## src/rtl/serial_subtractor.sv

```systemverilog
// rtl/serial_subtractor.sv - bit-serial two's-complement subtractor, LSB first, start/done handshake
module serial_subtractor #(
  parameter int WIDTH = 8
) (
  input  logic             clk,
  input  logic             rst,
  input  logic             start,
  input  logic [WIDTH-1:0] a,
  input  logic [WIDTH-1:0] b,
  output logic             busy,
  output logic             done,
  output logic [WIDTH-1:0] diff,
  output logic             borrow_out,
  output logic             ovf
);

  localparam int CW = $clog2(WIDTH) + 1;

  localparam logic [1:0] S_IDLE = 2'd0;
  localparam logic [1:0] S_RUN  = 2'd1;
  localparam logic [1:0] S_DONE = 2'd2;

  logic [1:0]       state_q, state_d;
  logic [WIDTH-1:0] a_sh_q, a_sh_d;
  logic [WIDTH-1:0] b_sh_q, b_sh_d;
  // Only WIDTH-1 result bits need storing: the last sum bit goes straight
  // into diff on the final RUN cycle.
  logic [WIDTH-2:0] acc_q, acc_d;
  logic             carry_q, carry_d;
  logic [CW-1:0]    cnt_q, cnt_d;
  logic             a_msb_q, a_msb_d;
  logic             b_msb_q, b_msb_d;
  logic [WIDTH-1:0] diff_q, diff_d;
  logic             borrow_q, borrow_d;
  logic             ovf_q, ovf_d;

  logic             b_inv;
  logic             sum_bit;
  logic             carry_nxt;
  logic [WIDTH-1:0] acc_full;
  logic             last_bit;

  // Full-adder cell computing a + ~b + carry for the current bit position.
  always_comb begin
    b_inv     = ~b_sh_q[0];
    sum_bit   = a_sh_q[0] ^ b_inv ^ carry_q;
    carry_nxt = (a_sh_q[0] & b_inv) | (a_sh_q[0] & carry_q) | (b_inv & carry_q);
    acc_full  = {sum_bit, acc_q};
    last_bit  = (cnt_q == CW'(WIDTH - 1));
  end

  // Next-state logic for the FSM, datapath shift registers and result registers.
  always_comb begin
    state_d  = state_q;
    a_sh_d   = a_sh_q;
    b_sh_d   = b_sh_q;
    acc_d    = acc_q;
    carry_d  = carry_q;
    cnt_d    = cnt_q;
    a_msb_d  = a_msb_q;
    b_msb_d  = b_msb_q;
    diff_d   = diff_q;
    borrow_d = borrow_q;
    ovf_d    = ovf_q;
    case (state_q)
      S_IDLE: begin
        if (start) begin
          a_sh_d  = a;
          b_sh_d  = b;
          a_msb_d = a[WIDTH-1];
          b_msb_d = b[WIDTH-1];
          acc_d   = '0;
          carry_d = 1'b1;
          cnt_d   = '0;
          state_d = S_RUN;
        end
      end
      S_RUN: begin
        a_sh_d  = {1'b0, a_sh_q[WIDTH-1:1]};
        b_sh_d  = {1'b0, b_sh_q[WIDTH-1:1]};
        acc_d   = acc_full[WIDTH-1:1];
        carry_d = carry_nxt;
        cnt_d   = cnt_q + CW'(1);
        if (last_bit) begin
          diff_d   = acc_full;
          borrow_d = ~carry_nxt;
          ovf_d    = (a_msb_q != b_msb_q) && (sum_bit != a_msb_q);
          state_d  = S_DONE;
        end
      end
      S_DONE: begin
        state_d = S_IDLE;
      end
      default: begin
        state_d = S_IDLE;
      end
    endcase
  end

  // State and datapath registers; reset aborts any op and clears the results.
  always_ff @(posedge clk) begin
    if (rst) begin
      state_q  <= S_IDLE;
      a_sh_q   <= '0;
      b_sh_q   <= '0;
      acc_q    <= '0;
      carry_q  <= 1'b0;
      cnt_q    <= '0;
      a_msb_q  <= 1'b0;
      b_msb_q  <= 1'b0;
      diff_q   <= '0;
      borrow_q <= 1'b0;
      ovf_q    <= 1'b0;
    end else begin
      state_q  <= state_d;
      a_sh_q   <= a_sh_d;
      b_sh_q   <= b_sh_d;
      acc_q    <= acc_d;
      carry_q  <= carry_d;
      cnt_q    <= cnt_d;
      a_msb_q  <= a_msb_d;
      b_msb_q  <= b_msb_d;
      diff_q   <= diff_d;
      borrow_q <= borrow_d;
      ovf_q    <= ovf_d;
    end
  end

  // Outputs come only from registers.
  always_comb begin
    busy       = (state_q == S_RUN) || (state_q == S_DONE);
    done       = (state_q == S_DONE);
    diff       = diff_q;
    borrow_out = borrow_q;
    ovf        = ovf_q;
  end

endmodule

```

## config.mk

```make
export PLATFORM = sky130hd
export DESIGN_NAME = serial_subtractor
export DESIGN_NICKNAME = d
export VERILOG_FILES = /design/src/rtl/serial_subtractor.sv
export SDC_FILE = /design/constraint.sdc
export NUM_CORES = 1
export LEC_CHECK = 0
export CAP_MARGIN = 20
export CORE_ASPECT_RATIO = 0.5
export CORE_MARGIN = 2
export CORE_UTILIZATION = 48
export DETAILED_ROUTE_END_ITERATION = 8
export PLACE_DENSITY = 0.75
export SLEW_MARGIN = 20
export SYNTH_ARGS = -nofsm -noshare
export SYNTH_HDL_FRONTEND = slang
export SYNTH_SLANG_ARGS = --single-unit
```

## constraint.sdc

```tcl
create_clock -name clk -period 1.5 [get_ports clk]
set_clock_uncertainty 0.15 [all_clocks]
set_input_delay 0.3 -clock clk [delete_from_list [all_inputs] [get_ports clk]]
set_output_delay 0.3 -clock clk [all_outputs]
set_load 0.01 [all_outputs]
```

== After elaboration in Yosys (flattened, before gate mapping) ==
Index checks and enable logic that the tools add are counted.

* Flip-flop bits (word level): 42
* Bits in latches: 0
* RAM bits: 0
* ROM bits: 0
* Bits of input ports: 19
* Output and inout port bits: 12
* Logic and storage cells: 49
* Memories: 0

* Add/subtract/negate cells: 1
* $mul: 0
* Div/mod/pow operators: 0
* $lt $le $gt $ge: 0
* Eq/ne operators: 7
* Shift-type cells: 0
* Muxes and demuxes: 13
* Bitwise gates (word level): 9
* Reductions and logical operators: 8

{| class="wikitable"
|+ Operators by type and width
! operator !! number
|-
| $pmux 8 s2 || 2
|-
| $mux 8 || 2
|-
| $pmux 7 s2 || 1
|-
| $pmux 4 s2 || 1
|-
| $reduce_and 2->1 || 4
|-
| $mux 7 || 1
|-
| $add 4x1->4 const B || 1
|-
| $eq 4x3->1 const B || 1
|-
| $mux 2 || 2
|-
| $mux 4 || 1
|-
| $ne 2x2->1 const B || 2
|-
| $pmux 2 s2 || 1
|-
| $and 1x1->1 || 3
|-
| $eq 2x1->1 const B || 1
|-
| $eq 2x2->1 const B || 1
|-
| $logic_not 2->1 || 1
|-
| $ne 1x1->1 || 2
|-
| $not 1->1 || 2
|-
| $or 1x1->1 || 2
|-
| $pmux 1 s2 || 1
|-
| $reduce_bool 2->1 || 1
|-
| $xor 1x1->1 || 2
|-
| $logic_and 1x1->1 || 1
|-
| $logic_or 1x1->1 || 1
|-
| $mux 1 || 1
|}

== Depth between registers and ports, before layout ==
Gate-level depths: netlist of the first run.

* Depth after elaboration: 5
* Depth in mapped cells: 8
* Depth with buffers taken out: 5

== Worst setup path after synthesis of the first run ==
Ideal clock, no wire load.

* Path kind: reg2reg
* Start: reg state_q[0]
* End: reg a_sh_q[0]
* Setup time: 0.081 ns
* Arrival: 1.412 ns
* Required time: 1.269 ns
* Slack: -0.143 ns
* Stages on the path, launching flop included: 8
* Buffers on the path: 3
* Clock period less this slack: 1.643 ns
* Cell sequence: dfxtp_1 > inv_1 > ha_1 > buf_6 > mux2_4 > buf_6 > buf_8 > a211oi_2

* Word-level cells in the longest chain between the ends: 3
* Elaborated cells on any way between the ends: 6
* Classes of those cells: eq/ne (2); mux (1); reduce/logical (3)

{| class="wikitable"
|+ RTL lines
! element !! line !! text
|-
| from (decl) || 23 || <nowiki>logic [1:0] state_q, state_d;</nowiki>
|-
| from (signal assigned) || 115 || <nowiki>state_q <= state_d;</nowiki>
|-
| $eq 2x1->1 or $logic_not 2->1 (tied branches) || 65 || <nowiki>case (state_q)</nowiki>
|-
| $reduce_bool 2->1 (no source line) or $ne 2x2->1 (tied branches) || -- ||
|-
| $reduce_and 2->1 (no source line) || -- ||
|-
| to (signal assigned) || 116 || <nowiki>a_sh_q <= a_sh_d;</nowiki>
|-
| to (decl) || 24 || <nowiki>logic [WIDTH-1:0] a_sh_q, a_sh_d;</nowiki>
|}

Several ways; a longest one is shown, not always the timed one.
A chain may end at the register's enable or synchronous reset.

== Final worst setup path of the first run ==
* Start: reg state_q[1]
* End: reg acc_q[0]

* Word-level cells in the longest chain between the ends: 3
* Elaborated cells on any way between the ends: 6
* Classes of those cells: eq/ne (2); mux (1); reduce/logical (3)

{| class="wikitable"
|+ RTL lines
! element !! line !! text
|-
| $eq 2x1->1 or $logic_not 2->1 (tied branches) || 65 ||
|-
| $reduce_bool 2->1 (no source line) or $ne 2x2->1 (tied branches) || -- ||
|-
| $reduce_and 2->1 (no source line) || -- ||
|-
| to (signal assigned) || 106 || <nowiki>acc_q <= '0;</nowiki>
|-
| to (signal assigned) || 118 || <nowiki>acc_q <= acc_d;</nowiki>
|-
| to (decl) || 28 || <nowiki>logic [WIDTH-2:0] acc_q, acc_d;</nowiki>
|}

Several ways; a longest one is shown, not always the timed one.

==> results of run 1 <==
[metal layers]
layer / up-vias / part of all wire / global-route usage
li1: 923 / - / -
met1: 948 / 0.43 / 0.291
met2: 63 / 0.48 / 0.422
met3: 19 / 0.060 / 0.0585
met4: 0 / 0.029 / 0.0648
met5: - / 0 / 0
[synth_stat cells, types with 7 or more instances]
library cell,count
a211oi_2,10
nand2_1,21
mux2_2,7
buf_2,9
a222oi_1,7
nor2_1,25
inv_1,8
mux2i_1,14
a21oi_1,15
dfxtp_1,42
nor2b_1,7
[state kept, by name (all words and copies together) (netlist names)]
register and count:
a_sh_q 8, a_msb_q 1, state_q 2, b_msb_q 1, acc_q 7, borrow_out 1, b_sh_q 8, carry_q 1
cnt_q 4, ovf 1, diff 8
[worst max-delay path, stage by stage (launching register included)]
cell and delay, ps:
dfxtp_2 360, inv_4 60, ha_4 170, buf_6 130, and2_4 150, buf_6 130, a222oi_1 330, nor2_1 90
[where the power goes]
part	total (mW)	internal, mW	switching (mW)
clock	0.782	0.371	0.411
combinational	0.809	0.434	0.376
sequential	1.24	1.18	0.0600
[through the flow]
step	util	cells	area, um^2	hold WS (ps)	total power, mW
3_3_place_gp	0.641	317	2590	291	1.78
4_1_cts	0.728	338	2940	309	2.73
5_1_grt	0.765	341	3090	332	2.97
3_5_place_dp	0.641	317	2590	300	1.80
6_report	0.765	341	3090	314	2.83
2_1_floorplan	-	224	2120	292	1.61
[cell families after synthesis]
family                     Yosys count  share of synthesized area
and+or+nand+nor                     72                      0.169
muxes                               22                      0.111
xor gates and xnor gates             1                    0.00417
buffers and inverters               28                     0.0750
DFF                                 42                      0.400
AOI/OAI and AO/OA                   54                      0.207
adders and majority gates            5                     0.0334
[what timing repair did]
item / 4_1_cts / 5_1_grt
resized for setup: 68 / 30
gates cloned: 1 / 1
setup buffers: 12 / 2
hold buffers: 0 / 0
endpoints found under the setup margin: 52 / 42
pin swaps: 19 / 11
[final timing paths]
path                      startpoint                     to  slack (ps)
min reg2reg     diff[0]$_SDFFE_PP0P_   diff[0]$_SDFFE_PP0P_         310
max          state_q[1]$_SDFFE_PP0P_  acc_q[0]$_SDFFE_PP0P_        -180
max reg2reg  state_q[1]$_SDFFE_PP0P_  acc_q[0]$_SDFFE_PP0P_        -180
min             diff[0]$_SDFFE_PP0P_   diff[0]$_SDFFE_PP0P_         310
[area by class of cell]
type | instances | share of cell area
Inverter | 8 | 0.0113
Tap cell | 54 | 0.0218
Clock buffer | 6 | 0.0267
Sequential cell | 42 | 0.275
Multi-Input combinational cell | 154 | 0.428
Timing Repair Buffer | 75 | 0.233
Clock inverter | 2 | 0.00405
==> results_dict.tcl, run 1 <==
set metrics [dict create \
    grt_use_total 0.237 \
    period_share 1.12 \
    ys.flop_type "dfxtp_1" \
    seq_area_um2 850 \
    finalHoldViolations 0 \
    synthArstFlopShare 0 \
    multi_input_area_um2 1330 \
    ir_drop_mv 0.410 \
    pre_cts_slack_ps -445 \
    synth_cell_types 39 \
    grt_max_degree 17 \
    finalMaxSlewViolations 0 \
    ant_nets 0 \
    via_per_inst 5.73 \
    path_class "flip-flop to flip-flop" \
    fin_nets 310 \
    hp-class "flip-flop to flip-flop" \
    finalSetupViolCount 38 \
    vias 1953 \
    grt_pass1_wl_um 9110 \
    fill_cells 270 \
    antennaDiodeCount 0 \
    synth_edf_count 0 \
    antenna_found_initial 0 \
    final_cell_mix "dfxtp_1, buf_4, nand2_1" \
    rsz0062_at_grt "yes" \
    clockBufferDepth 2 \
    synthCells 224 \
    wl_per_cell_um 17.6 \
    ys_seq_elements 42 \
    cp.arrival_ps 1700 \
    cp_max_fo 7 \
    fin_ws_ps -177 \
    wl_um 6000 \
    cts_tree "done" \
    detail_route.iter0.violations 131 \
    synth_area_um2 2100 \
    initial_core_util 0.519 \
    numCtsBuffers 5 \
    grt_pass1_vias 1866 \
    rows 16 \
    drive_gt1_frac 0.429 \
    clock-root-buffer "clkbuf_8" \
    die_y_um 50.8 \
    cts.reportedPaths.clkPinSlew_ps 80 \
    synth_top_area_cell "dfxtp_1" \
    synth_warnings 0 \
    drcViolationCount 0 \
    worstPathRequired_ps 1520 \
    relSlewSlack 0.750 \
    setup.worst_path.start_class "flip-flop" \
    cp-end-kind "flip-flop" \
    fmax_ghz 0.596 \
    tns_ps -3700 \
    max_cap_violations 0 \
    gp_congestion 0.787 \
    placeableCoreArea_um2 4040 \
    die_area_um2 4950 \
    worst_pin_slew_ps 375 \
    layout_min_cycle_time_ps 1680 \
    reg2reg_depth 7 \
    power.leakage_nw 1.26 \
    clkLatencyLatePin_ps 300 \
    synth_top_area_share 0.400 \
    seq_area_frac_synth 0.400 \
    violations "negative setup slack" \
    syn-num-nets 248 \
    die_x_um 97.6 \
    overflow 0 \
    mostFrequentLayoutCell "dfxtp_1" \
    dp_hpwl_um 3340 \
    ys_top_cells_by_area "dfxtp_1, mux2i_1, a211oi_2" \
    ios 31 \
    power_density_nw_per_um2 916 \
    firstDrtPassIters 8 \
    area_delta_synth_final_pct 47.2 \
    htreeDepth 2 \
    min_delay_path_depth 2 \
    port_buffers 30 \
    status "complete, but fails checks" \
    avgSynthCellArea_um2 9.38 \
    cts_sinks 42 \
]
No activity file was read; power rests on OpenSTA's default activity.
==> inputs of run 2 (changes only) <==
--- a/config.mk
+++ b/config.mk
@@ -11,7 +11,9 @@
 export CORE_UTILIZATION = 48
 export DETAILED_ROUTE_END_ITERATION = 8
 export PLACE_DENSITY = 0.75
-export SLEW_MARGIN = 20
+export RECOVER_POWER = 25
+export SLEW_MARGIN = 10
 export SYNTH_ARGS = -nofsm -noshare
 export SYNTH_HDL_FRONTEND = slang
 export SYNTH_SLANG_ARGS = --single-unit
+export TNS_END_PERCENT = 5
==> results_dict.tcl, run 2 (synthesis results as in run 1) <==
set metrics [dict create \
    status "complete, but fails checks" \
    hold_ws_ps 307 \
    finalSetupViolCount 38 \
    finalHoldViolations 0 \
    crit_start "state_q[1]$_SDFFE_PP0P_" \
    crit_chain "inv_2 -> ha_4 -> buf_12 -> and2_4 -> buf_12 -> a222oi_1 -> nor2_1" \
    overflow 0 \
    finalMaxSlewViolations 0 \
    rsz0062_at_grt "yes" \
    hp-start "diff[5]$_SDFFE_PP0P_" \
    crit_top_cell "buf_12" \
    htreeDepth 2 \
    wl_um 4870 \
    fmax_ghz 0.600 \
    vias 1816 \
    die_area_um2 4950 \
    firstDrtPassIters 5 \
    max_stage_delay_ps 340 \
    clkLatencyLatePin_ps 290 \
    path_class "flip-flop to flip-flop" \
    port_buffers 30 \
    rows 16 \
    die_y_um 50.8 \
    cts_sinks 42 \
    antennaDiodeCount 0 \
    grt_use_total 0.217 \
    wl_per_cell_um 14.9 \
    numCtsBuffers 5 \
    power_density_nw_per_um2 924 \
    grt_pass1_wl_um 8630 \
    worstPathRequired_ps 1520 \
    antenna_found_initial 0 \
    layout_min_cycle_time_ps 1670 \
    area_delta_synth_final_pct 36.0 \
    cts_tree "done" \
    cp-end-kind "flip-flop" \
    fin_area_um2 2860 \
    power.leakage_nw 1.14 \
    ios 31 \
    mostFrequentLayoutCell "dfxtp_1" \
    die_x_um 97.6 \
    cp_max_fo 13 \
    placeableCoreArea_um2 4040 \
    hp-class "flip-flop to flip-flop" \
    pre_cts_slack_ps -338 \
    initial_core_util 0.519 \
    critPathSlowestCell "dfxtp_2" \
    fin_ws_ps -166 \
    via_per_inst 5.57 \
    relSlewSlack 0.794 \
    reg2reg_from "state_q[1]$_SDFFE_PP0P_" \
    power_mw 2.64 \
    ir_drop_mv 0.562 \
    drcViolationCount 0 \
    cts.reportedPaths.clkPinSlew_ps 80 \
    clockBufferDepth 2 \
    cp.arrival_ps 1690 \
    drive_gt1_frac 0.342 \
    dp_hpwl_um 3280 \
    ant_nets 0 \
    placed_area_um2 2630 \
    period_share 1.11 \
    grt_max_degree 19 \
    setup.worst_path.start_class "flip-flop" \
    grt_pass1_vias 1868 \
    violations "negative setup slack" \
    final_cell_mix "dfxtp_1, nand2_1, buf_4" \
    worst_pin_slew_ps 310 \
    fin_nets 295 \
    max_cap_violations 0 \
    clock-root-buffer "clkbuf_8" \
    gp_congestion 0.840 \
    detail_route.iter0.violations 101 \
]
==> run 2: worst paths after layout <==
kind | endpoint | slack [ps] | cells past startpoint
max reg2reg | cnt_q[1]$_SDFFE_PP0P_ | -170 | 7
min reg2reg | diff[5]$_SDFFE_PP0P_ | 310 | 2
min | diff[5]$_SDFFE_PP0P_ | 310 | 2
max | cnt_q[1]$_SDFFE_PP0P_ | -170 | 7
==> run 2: per-stage QoR <==
step / util / TNS [ps] / cells
finish: 0.707 / -3770 / 326
global route: 0.707 / -6760 / 326
CTS: 0.701 / -3470 / 326
detailed placement: 0.651 / -9570 / 316
global placement: 0.651 / -7870 / 316
floorplan: - / -1780 / 224
==> run 2: worst max-delay path, delay by kind of cell, from the launching register on <==
family          cells  cell delay, ps
flops               1             340
fa+ha+maj           1             170
simple gates        2             230
buf+inv             3             330
compound gates      1             320
==> run 2: area by class of cell <==
| class | instances | area [um^2] |
|---|---|---|
| clock buffers | 6 | 82.6 |
| clock inverters | 2 | 12.5 |
| fillers | 306 | 1190 |
| inverters | 8 | 30.0 |
| multi-input cells | 154 | 1200 |
| flip-flops and latches | 42 | 847 |
| well taps | 54 | 67.6 |
| repair buffers | 60 | 619 |
==> run 2: repair_timing <==
item	in CTS	in global routing
buffers inserted	1	0
cloned	1	0
resized for setup	47	7
hold buffers	0	0
pin swaps	11	4
setup endpoints to repair	49	42
==> run 2: power by group <==
group / switching [mW] / leakage, nW / total (mW) / internal [mW]
registers: 0.0475 / 0.344 / 1.23 / 1.18
clock network: 0.393 / 0.0472 / 0.763 / 0.370
logic: 0.305 / 0.747 / 0.652 / 0.346
total: 0.745 / 1.14 / 2.64 / 1.90
==> run 2: per-layer routing <==
layer,vias up,wire length [um],track usage
met4,0,57,0.0625
met5,-,0,0
li1,901,-,-
met2,58,2270,0.369
met3,6,267,0.0613
met1,851,2270,0.274
